### config.mk
export PLATFORM = sky130hd
export DESIGN_NAME = desempaquetador_operandos
export DESIGN_NICKNAME = d
export VERILOG_FILES = /design/src/rtl/desempaquetador_operandos.sv
export SDC_FILE = /design/constraint.sdc
export NUM_CORES = 1
export LEC_CHECK = 0
export BUFFER_PORTS_ARGS = -buffer_cell sky130_fd_sc_hd__buf_2
export CORE_MARGIN = 3
export CORE_UTILIZATION = 51
export CTS_BUF_LIST = sky130_fd_sc_hd__clkbuf_16
export CTS_CLUSTER_DIAMETER = 60
export DETAILED_ROUTE_END_ITERATION = 10
export HOLD_SLACK_MARGIN = 0.06
export PLACE_DENSITY = 0.79
export SETUP_SLACK_MARGIN = 0.05
export SLEW_MARGIN = 20
export SYNTH_ARGS = -nofsm -noshare
export SYNTH_HDL_FRONTEND = slang
export SYNTH_SLANG_ARGS = --single-unit
### constraint.sdc
create_clock -name clk -period 1.93 [get_ports clk]
set_input_delay 0.0965 -clock clk [delete_from_list [all_inputs] [get_ports clk]]
set_output_delay 0.0965 -clock clk [all_outputs]
set_load 0.03 [all_outputs]
### src/rtl/desempaquetador_operandos.sv
// desempaquetador_operandos: byte-stream loader that unpacks two binary32
// operands (A then B, big-endian) into significands, exponents and flags.
// Ports:
//   clk, rst_n           clock, async active-low reset
//   din, din_valid       operand byte stream in
//   din_ready            high while loading (LOAD)
//   in1, in2             {hidden, frac} of A and B
//   exp_a, exp_b         raw biased exponents
//   sign_out             sign A xor sign B
//   op_zero/inf/nan      product class, at most one set
//   op_valid, op_ack     pair held stable until ack
module desempaquetador_operandos (
  input  logic        clk,
  input  logic        rst_n,
  input  logic [7:0]  din,
  input  logic        din_valid,
  output logic        din_ready,
  output logic [23:0] in1,
  output logic [23:0] in2,
  output logic [7:0]  exp_a,
  output logic [7:0]  exp_b,
  output logic        sign_out,
  output logic        op_zero,
  output logic        op_inf,
  output logic        op_nan,
  output logic        op_valid,
  input  logic        op_ack
);

  typedef enum logic {
    LOAD = 1'b0,
    HOLD = 1'b1
  } state_t;

  typedef struct packed {
    logic [23:0] sig;
    logic [7:0]  exp;
    logic        sgn;
    logic        zero;
    logic        inf;
    logic        nan;
  } unpk_t;

  state_t      state, state_nx;
  logic [2:0]  cnt, cnt_nx;
  logic [7:0]  cap [7];
  logic        accept;
  logic        last;
  logic [31:0] word_a;
  logic [31:0] word_b;
  unpk_t       ua, ub;
  logic        f_nan, f_inf, f_zero;

  // Denormals flush to zero; inf/nan keep the hidden bit set.
  function automatic unpk_t unpack(input logic [31:0] w);
    unpk_t u;
    logic  e_min, e_max, f_nz;
    e_min  = (w[30:23] == 8'h00);
    e_max  = (w[30:23] == 8'hFF);
    f_nz   = |w[22:0];
    u      = '0;
    u.sgn  = w[31];
    u.exp  = w[30:23];
    unique case (1'b1)
      e_min: begin
        u.sig  = 24'd0;
        u.zero = 1'b1;
      end
      e_max: begin
        u.sig = {1'b1, w[22:0]};
        u.inf = ~f_nz;
        u.nan = f_nz;
      end
      default: begin
        u.sig = {1'b1, w[22:0]};
      end
    endcase
    return u;
  endfunction

  assign din_ready = (state == LOAD);
  assign op_valid  = (state == HOLD);
  assign accept    = din_valid & din_ready;
  assign last      = accept & (cnt == 3'd7);

  // Byte 7 is used straight from din on the
  // edge that accepts it.
  assign word_a = {cap[0], cap[1], cap[2], cap[3]};
  assign word_b = {cap[4], cap[5], cap[6], din};

  always_comb begin
    ua     = unpack(word_a);
    ub     = unpack(word_b);
    f_nan  = ua.nan | ub.nan
           | (ua.inf & ub.zero)
           | (ua.zero & ub.inf);
    f_inf  = (ua.inf | ub.inf) & ~f_nan;
    f_zero = (ua.zero | ub.zero) & ~f_nan;
  end

  always_comb begin
    state_nx = state;
    cnt_nx   = cnt;
    unique case (state)
      LOAD: begin
        if (accept) begin
          cnt_nx = cnt + 3'd1;
          if (cnt == 3'd7) state_nx = HOLD;
        end
      end
      HOLD: begin
        if (op_ack) state_nx = LOAD;
      end
      default: begin
        state_nx = LOAD;
        cnt_nx   = 3'd0;
      end
    endcase
  end

  always_ff @(posedge clk or negedge rst_n) begin
    if (!rst_n) begin
      state <= LOAD;
      cnt   <= 3'd0;
    end else begin
      state <= state_nx;
      cnt   <= cnt_nx;
    end
  end

  always_ff @(posedge clk or negedge rst_n) begin
    if (!rst_n) begin
      for (int i = 0; i < 7; i++) cap[i] <= 8'd0;
    end else if (accept && cnt != 3'd7) begin
      cap[cnt] <= din;
    end
  end

  always_ff @(posedge clk or negedge rst_n) begin
    if (!rst_n) begin
      in1      <= 24'd0;
      in2      <= 24'd0;
      exp_a    <= 8'd0;
      exp_b    <= 8'd0;
      sign_out <= 1'b0;
      op_zero  <= 1'b0;
      op_inf   <= 1'b0;
      op_nan   <= 1'b0;
    end else if (last) begin
      in1      <= ua.sig;
      in2      <= ub.sig;
      exp_a    <= ua.exp;
      exp_b    <= ub.exp;
      sign_out <= ua.sgn ^ ub.sgn;
      op_zero  <= f_zero;
      op_inf   <= f_inf;
      op_nan   <= f_nan;
    end
  end

endmodule

==> flow_summary.toml, run 1 <==
[logic_synthesis]
ys_warn_count = 0
postSynthCellCount = 474
ys_seq_area_share_pct = 61.5
syn_nets = 488
syn_avg_cell_area_um2 = 11.0
synthFlopType = "dfrtp_1"
synth_edf_count = 0
synth-async-reset-ratio_pct = 100
ys_types = 35
yosysMostFrequentCell = "nand2_1"
ys_top_cells_by_area = "dfrtp_1 62%, mux2_2 12%, nand2_1 11%, o21ai_0 4.8%, clkbuf_1 1.0%"
synth_top_area_share_pct = 61.5
syn_area_um2 = 5210
synth_area_leader_cell = "dfrtp_1"
synth_common_cells = "155 x nand2_1, 128 x dfrtp_1, 55 x mux2_2"
synth_seq_cells = 128

[route]
via_count = 3848
dr.pass1.iters = 4
via_per_inst = 5.42
antenna_left = 0
totalWireLength_mm = 12.5
wl_per_cell_um = 17.6
drt_iter0_drc = 333
drc_errors = 0

[place]
placed_area_um2 = 5800
port-buffer-count = 81
gp_congestion = 0.795
dp_hpwl_mm = 8.10

[layout]
multi_input_area_um2 = 1910
fin_area_um2 = 6510
fin_nets = 578
area.sequential_um2 = 3200
area_growth_pct = 25.1
num-fill-cells = 716
drive_above_1_share_pct = 34.5
final_util_pct = 66.0
antenna_cells = 0

[outcome]
status = "finished, final reports clean"

[cts]
cts_setup_buffers = 0
htree_levels = 4
root_buffer = "clkbuf_16"
clkTransAtPathRegs_ns = 0.06
cts_made_buffers = 17
clock_path_buffers = 2
numClockSinks = 128
worstSkewPairLatency_ns = 0.41
cts_tree = "done"

[sta]
fmax_mhz = 543
fin_setup_tns_ns = 0
fin_crit_sh_pct = 95.5
post-route-min-period_ns = 1.84
worst_slew_pin_slew_ns = 0.399
slew_headroom_pct = 73.4
setup_viol = 0
fin_skew_ns = 0.00730
slew_viol_final = 0
hold_viol = 0
rsz0062_at_grt = "no"

[global_routing]
grt_usage_pct = 23.0
grt_max_degree = 60
grt_first_pass_wirelength_mm = 20.2
grt_pass1_vias = 3916
grt_overflow = 0
antenna_found_initial = 0

[die]
die_area_um2 = 11500
ios = 82
dieHeight_um = 107
core_area_um2 = 9860
fp-row-count = 36
die_x_um = 107
initial_core_util_pct = 52.8

[job]
maxCapViolations = 0

[critical_path]
rrSetupSlack_ns = 0.09
worstPathMaxFanout = 8
startpoint_type = "flip-flop"
reg2regPathDepth = 6
arrival_ns = 2.14
r2r-end = "cap[34]"
critPathKind = "flip-flop to flip-flop"
r2r-start = "cnt[0]"
required_ns = 2.22
endpoint_kind = "flip-flop"

[power]
p_sw_share_pct = 36.8
cellInternalPower_uw = 7790
vdd_drop_max_v = 0.000920
seq_power_share_pct = 39.0
p_comb_share_pct = 32.4
clkPwrFrac_pct = 28.7
switching_power_uw = 4530
p_leak_uw = 0.00312
p_per_area_nw_per_um2 = 1890

[worst_hold_path]
hold_path.class = "input pin to flip-flop"
hp-start = "din[0]"
min_to = "in2[0]"
hold_depth = 3
==> through the flow <==
stage | power, µW | hold slack [ns] | std cells | setup slack (ns)
after floorplan | 7400 | -0.199 | 474 | 0.0708
after global placement | 8530 | 0.0384 | 674 | 0.0781
after detailed placement | 8740 | 0.0529 | 674 | -0.0559
after CTS | 12300 | 0.0629 | 710 | 0.0307
after global routing | 13000 | 0.0760 | 710 | 0.0597
final | 12300 | 0.0743 | 710 | 0.0869
==> registers in the layout, summed over array words and instances (netlist names) <==
name and cells:
op_valid 1, exp_a 8, exp_b 8, op_inf 1, cap 56, sign_out 1
op_zero 1, op_nan 1, in2 24, in1 24, cnt 3
==> cell type report <==
type	instances	area share, %
flip-flops and latches	128	49.2
multi-input cells	317	29.3
repair buffers	99	8.93
clock buffers	17	6.53
clock inverters	15	3.46
well taps	133	2.56
inverters	1	0.0576
==> what timing repair did <==
action / CTS / global route
resized for setup: 4 / 4
endpoints found under the setup margin: 28 / 49
hold endpoints to repair: 131 / 0
hold buffers: 4 / 0
pin swaps: 0 / 2
==> cells by family after synthesis <==
kind of cell	Yosys count	share of synthesized area (%)
and+or+nand+nor	200	17.0
buffers and inverters	29	2.35
xor gates and xnor gates	2	0.336
adders and majority gates	2	0.480
muxes	56	12.1
AOI/OAI and AO/OA	57	6.25
DFF	128	61.5
==> placed cells by master (no fill, tap or decap), types with 6 or more instances in the layout <==
cell and count:
buf_2 80, buf_4 12, bufinv_16 6, clkbuf_16 17
dfrtp_1 128, mux2_2 55, nand2_1 151, nand2_2 7
nor4_1 8, o21ai_0 50, or4_1 6
==> how the worst max path moves through the flow <==
stage	start	to	slack, ns	cells past startpoint
3_5_place_dp	cnt[0]	cap[2]	-0.06	5
3_3_place_gp	cnt[0]	cap[5]	0.08	5
4_1_cts	cnt[0]	cap[5]	0.03	5
2_1_floorplan	cnt[0]	cap[0]	0.07	6
5_1_grt	cnt[0]	cap[34]	0.06	6
6_report	cnt[0]	cap[34]	0.09	6
==> worst max-delay path, stage by stage, from the launching register on <==
cell and delay (ns):
dfrtp_1 0.40, ha_1 0.21, ha_2 0.21, nor3_2 0.24, buf_4 0.18, nand2_2 0.15, mux2_2 0.32
==> power by group through the flow <==
| stage | clock [µW] | combinational (µW) | sequential, µW |
|---|---|---|---|
| 2_1_floorplan | 0 | 1570 | 5830 |
| 3_3_place_gp | 0 | 3800 | 4730 |
| 3_5_place_dp | 0 | 3940 | 4800 |
| 4_1_cts | 3550 | 4000 | 4780 |
| 5_1_grt | 3680 | 4320 | 4960 |
| 6_report | 3540 | 3990 | 4800 |
==> metal layers <==
layer / share of wire [%] / GRT usage, % / up-vias
met5: 0 / 0 / -
met4: 1.6 / 8.49 / 0
met3: 4.7 / 5.54 / 19
met2: 51 / 37.2 / 99
met1: 43 / 30.0 / 1951
li1: - / - / 1779
No activity file was read; power rests on OpenSTA's default activity.
==> run 2, diff against run 1 <==
--- a/config.mk
+++ b/config.mk
@@ -7,14 +7,13 @@
 export LEC_CHECK = 0
 export BUFFER_PORTS_ARGS = -buffer_cell sky130_fd_sc_hd__buf_2
 export CORE_MARGIN = 3
-export CORE_UTILIZATION = 51
+export CORE_UTILIZATION = 60
 export CTS_BUF_LIST = sky130_fd_sc_hd__clkbuf_16
 export CTS_CLUSTER_DIAMETER = 60
 export DETAILED_ROUTE_END_ITERATION = 10
 export HOLD_SLACK_MARGIN = 0.06
-export PLACE_DENSITY = 0.79
+export PLACE_DENSITY = 0.87
 export SETUP_SLACK_MARGIN = 0.05
-export SLEW_MARGIN = 20
 export SYNTH_ARGS = -nofsm -noshare
 export SYNTH_HDL_FRONTEND = slang
 export SYNTH_SLANG_ARGS = --single-unit
==> constraint.sdc (replaced) <==
create_clock -name clk -period 2.3 [get_ports clk]
set_input_delay 0.115 -clock clk [delete_from_list [all_inputs] [get_ports clk]]
set_output_delay 0.115 -clock clk [all_outputs]
set_load 0.03 [all_outputs]
==> flow_summary.toml, run 2 (same netlist as run 1, synthesis figures left out) <==
[layout]
fin_nets = 571
area_growth_pct = 20.7
multi_input_area_um2 = 1890
reg_top3 = "cap (56), in1 (24), in2 (24)"
fin_area_um2 = 6280
antenna_cells = 0
final_cell_mix = "154 x nand2_1, 128 x dfrtp_1, 80 x buf_2"
area.sequential_um2 = 3200
largest_reg_flops = 56
num-fill-cells = 520
final_common_cell = "nand2_1"
largest-register = "cap"
drive_above_1_share_pct = 33.6

[place]
dp_hpwl_mm = 7.93
gp_congestion = 0.894
placed_area_um2 = 5710
port-buffer-count = 81

[route]
via_per_inst = 5.76
antenna_left = 0
dr.pass1.iters = 5
wl_per_cell_um = 18.7
drc_errors = 0
drt_iter0_drc = 270
totalWireLength_mm = 12.6
via_count = 3883

[critical_path]
endpoint_kind = "flip-flop"
critPathKind = "flip-flop to flip-flop"
startpoint_type = "flip-flop"
required_ns = 2.59
arrival_ns = 2.37
worstPathMaxFanout = 8

[sta]
fmax_mhz = 481
fin_crit_sh_pct = 90.4
fin_setup_tns_ns = 0
slew_headroom_pct = 64.9
rsz0062_at_grt = "no"
post-route-min-period_ns = 2.08
fin_skew_ns = 0.00695
worst_slew_pin_slew_ns = 0.526
slew_viol_final = 0
setup_viol = 0
timing.hold.ws_ns = 0.0734
hold_viol = 0

[global_routing]
grt_overflow = 0
antenna_found_initial = 0
grt_usage_pct = 27.4
grt_pass1_vias = 4073
grt_first_pass_wirelength_mm = 20.7
grt_max_degree = 46

[power]
p_leak_uw = 0.00304
clkPwrFrac_pct = 25.6
vdd_drop_max_v = 0.000668
seq_power_share_pct = 41.0
cellInternalPower_uw = 6040
p_sw_share_pct = 38.5
switching_power_uw = 3790
p_per_area_nw_per_um2 = 1560
p_comb_share_pct = 33.4

[die]
ios = 82
core_area_um2 = 8340
die_x_um = 99.2
die_area_um2 = 9830
dieHeight_um = 99.2
fp-row-count = 33
initial_core_util_pct = 62.4

[cts]
numClockSinks = 128
clock_path_buffers = 2
htree_levels = 4
root_buffer = "clkbuf_16"
cts_made_buffers = 17
cts_tree = "done"
worstSkewPairLatency_ns = 0.41
clkTransAtPathRegs_ns = 0.05

[outcome]
status = "finished, final reports clean"

[worst_hold_path]
hold_path.class = "input pin to flip-flop"

[job]
maxCapViolations = 0
run 2: changes by cell type in the layout (fill, tap and decap cells not counted), moves of 3 or more:
cell | before | now
buf_4 | 12 | 9
nand2_1 | 151 | 154
nand2_2 | 7 | 4
bufinv_16 | 6 | 2
clkinv_2 | 3 | 7
run 2: metrics by stage:
stage	power (µW)	util (%)	worst slack, ns	cells
floorplan	6210	-	0.441	474
detailed placement	7290	68.5	0.148	641
global route	10300	75.4	0.147	674
CTS	9860	75.3	0.126	674
global placement	7090	68.5	0.316	641
finish	9830	75.4	0.221	674
run 2: power by group through the flow:
stage	Combinational, µW	Clock (µW)	Sequential (µW)
2_1_floorplan	1320	0	4890
3_3_place_gp	3120	0	3970
3_5_place_dp	3250	0	4040
4_1_cts	3320	2520	4020
5_1_grt	3550	2620	4180
6_report	3290	2510	4030
run 2: final cells by class:
type                    instances  share of cell area (%)
clock buffers                  17                    6.77
clock inverters                14                    2.01
inverters                       1                  0.0597
multi-input cells             317                    30.0
flip-flops and latches        128                    51.0
well taps                     105                    2.09
repair buffers                 92                    8.08
run 2: repair_timing:
item                                   CTS  global route
gates resized for setup                  0             1
buffers inserted                         0             0
endpoints found under the hold margin   39             0
hold buffers                             2             0
setup endpoints to repair                0             8
run 2: worst max-delay path, cell delays in order (launching register included):
cell and delay (ns):
dfrtp_1 0.43, ha_1 0.23, ha_1 0.26, nor3_2 0.32, and3_2 0.36, mux2_2 0.37
run 2: layer usage:
layer	routed length (µm)	vias up	GRT usage, %
met1	5120	1924	34.2
met3	771	33	7.22
li1	-	1767	-
met5	0	-	0
met4	293	0	11.2
met2	6390	159	45.5
run 2: final timing paths:
kind | startpoint | to | slack [ns] | depth (start not counted)
min | din[0] | in2[0] | 0.07 | 3
max | cnt[0] | cap[6] | 0.22 | 5
min reg2reg | exp_b[6] | exp_b[6] | 0.47 | 2
max in group asynchronous | rst_n | in1[11] | 1.37 | 3
min in group asynchronous | rst_n | in1[18] | 0.22 | 2
max reg2reg | cnt[0] | cap[6] | 0.22 | 5
==> run 3, diff against run 2 <==
--- a/config.mk
+++ b/config.mk
@@ -6,13 +6,15 @@
 export NUM_CORES = 1
 export LEC_CHECK = 0
 export BUFFER_PORTS_ARGS = -buffer_cell sky130_fd_sc_hd__buf_2
+export CELL_PAD_IN_SITES_DETAIL_PLACEMENT = 1
+export CELL_PAD_IN_SITES_GLOBAL_PLACEMENT = 1
 export CORE_MARGIN = 3
-export CORE_UTILIZATION = 60
+export CORE_UTILIZATION = 48
 export CTS_BUF_LIST = sky130_fd_sc_hd__clkbuf_16
 export CTS_CLUSTER_DIAMETER = 60
 export DETAILED_ROUTE_END_ITERATION = 10
 export HOLD_SLACK_MARGIN = 0.06
-export PLACE_DENSITY = 0.87
+export PLACE_DENSITY = 0.9
 export SETUP_SLACK_MARGIN = 0.05
 export SYNTH_ARGS = -nofsm -noshare
 export SYNTH_HDL_FRONTEND = slang
==> flow_summary.toml, run 3 (same netlist as run 1, synthesis figures left out) <==
[route]
drt_iter0_drc = 299
dr.pass1.iters = 4
totalWireLength_mm = 14.7
wl_per_cell_um = 20.8
antenna_left = 0
via_per_inst = 5.60
via_count = 3952
drc_errors = 0

[die]
initial_core_util_pct = 50.0
ios = 82
die_x_um = 110
die_area_um2 = 12100
dieHeight_um = 110
fp-row-count = 37
core_area_um2 = 10400

[layout]
fin_nets = 571
final_common_cell = "nand2_1"
multi_input_area_um2 = 1890
drive_above_1_share_pct = 33.7
antenna_cells = 0
reg_top3 = "cap (56), in1 (24), in2 (24)"
largest-register = "cap"
final_cell_mix = "154 x nand2_1, 128 x dfrtp_1, 80 x buf_2"
area_growth_pct = 22.1
largest_reg_flops = 56
area.sequential_um2 = 3200
layoutNonFillerInstCount = 706
num-fill-cells = 1116

[sta]
post-route-min-period_ns = 2.18
fin_skew_ns = 0.0103
rsz0062_at_grt = "no"
worst_slew_pin_slew_ns = 0.594
fin_setup_tns_ns = 0
setup_viol = 0
slew_headroom_pct = 60.4
layout_setup_ws_ns = 0.122
slew_viol_final = 0
hold_viol = 0
fmax_mhz = 459
fin_crit_sh_pct = 94.7

[power]
p_leak_uw = 0.00304
total_power_uw = 10000
p_per_area_nw_per_um2 = 1580
vdd_drop_max_v = 0.000654

[critical_path]
critPathKind = "flip-flop to flip-flop"
required_ns = 2.59
arrival_ns = 2.47
worstPathMaxFanout = 8
endpoint_kind = "flip-flop"
startpoint_type = "flip-flop"

[job]
maxCapViolations = 0

[global_routing]
grt_max_degree = 48
antenna_found_initial = 0
grt_overflow = 0
grt_usage_pct = 26.4
grt_pass1_vias = 4282
grt_first_pass_wirelength_mm = 23.5

[worst_hold_path]
hold_path.class = "input pin to flip-flop"

[cts]
root_buffer = "clkbuf_16"
worstSkewPairLatency_ns = 0.42
cts_made_buffers = 17
cts_tree = "done"
clock_path_buffers = 2
clkTransAtPathRegs_ns = 0.06
cts_setup_buffers = 0
numClockSinks = 128
htree_levels = 4

[place]
pre_cts_ws_ns = 0.109
dp_hpwl_mm = 9.37
dp_cells = 672
gp_congestion = 0.811
port-buffer-count = 81

[outcome]
status = "finished, final reports clean"
==> run 3: cell types whose count changed in the layout (fill, tap and decap cells not counted), sizes merged <==
| cell | before | now |
|---|---|---|
| inv | 2 | 1 |
| clkinv | 9 | 8 |
| clkinvlp | 2 | 5 |
==> run 3: final timing paths <==
check | to | slack [ns] | start | cells after the start
worst max-delay path | cap[2] | 0.12 | cnt[0] | 5
worst min-delay path | in2[4] | 0.09 | din[4] | 3
worst max register to register | cap[2] | 0.12 | cnt[0] | 5
worst min register to register | exp_b[5] | 0.47 | exp_b[5] | 2
max in group asynchronous | cap[30] | 1.32 | rst_n | 3
min in group asynchronous | in1[9] | 0.26 | rst_n | 2
==> run 3: metrics by stage <==
| stage | cell area, µm² | hold slack, ns | utilization [%] |
|---|---|---|---|
| finish | 6360 | 0.0910 | 61.0 |
| global route | 6360 | 0.0833 | 61.0 |
| CTS | 6360 | 0.0700 | 61.0 |
| detailed placement | 5760 | 0.161 | 55.3 |
| global placement | 5760 | 0.151 | 55.3 |
| floorplan | 5210 | -0.181 | - |
==> run 3: where the power goes <==
group          switching (µW)  leakage [µW]  internal (µW)
clock network             991      0.000266           1580
logic                    2180       0.00116           1200
registers                 798       0.00161           3290
total                    3970       0.00304           6070
==> run 3: worst max-delay path, cell delays in order (launching register included) <==
cell and delay, ns:
dfrtp_1 0.44, ha_1 0.25, ha_1 0.27, nor3_2 0.35, and3_2 0.36, mux2_2 0.38
==> run 3: what timing repair did <==
item / in CTS / in global routing
hold endpoints to repair: 45 / 0
resized for setup: 1 / 0
hold buffers: 2 / 0
setup endpoints to repair: 6 / 0
==> run 3: final cells by class <==
cell class	count	share of cell area, %
clock buffers	17	6.69
clock inverters	15	2.30
inverters	1	0.0591
multi-input cells	317	29.7
flip-flops and latches	128	50.4
well taps	136	2.68
repair buffers	92	8.19
==> run 3: routing by layer <==
layer,wire (µm),GRT usage [%],vias to the layer above
met1,6040,33.0,2025
met2,7510,43.9,128
met4,355,10.5,0
met5,0,0,-
li1,-,-,1765
met3,786,6.93,34
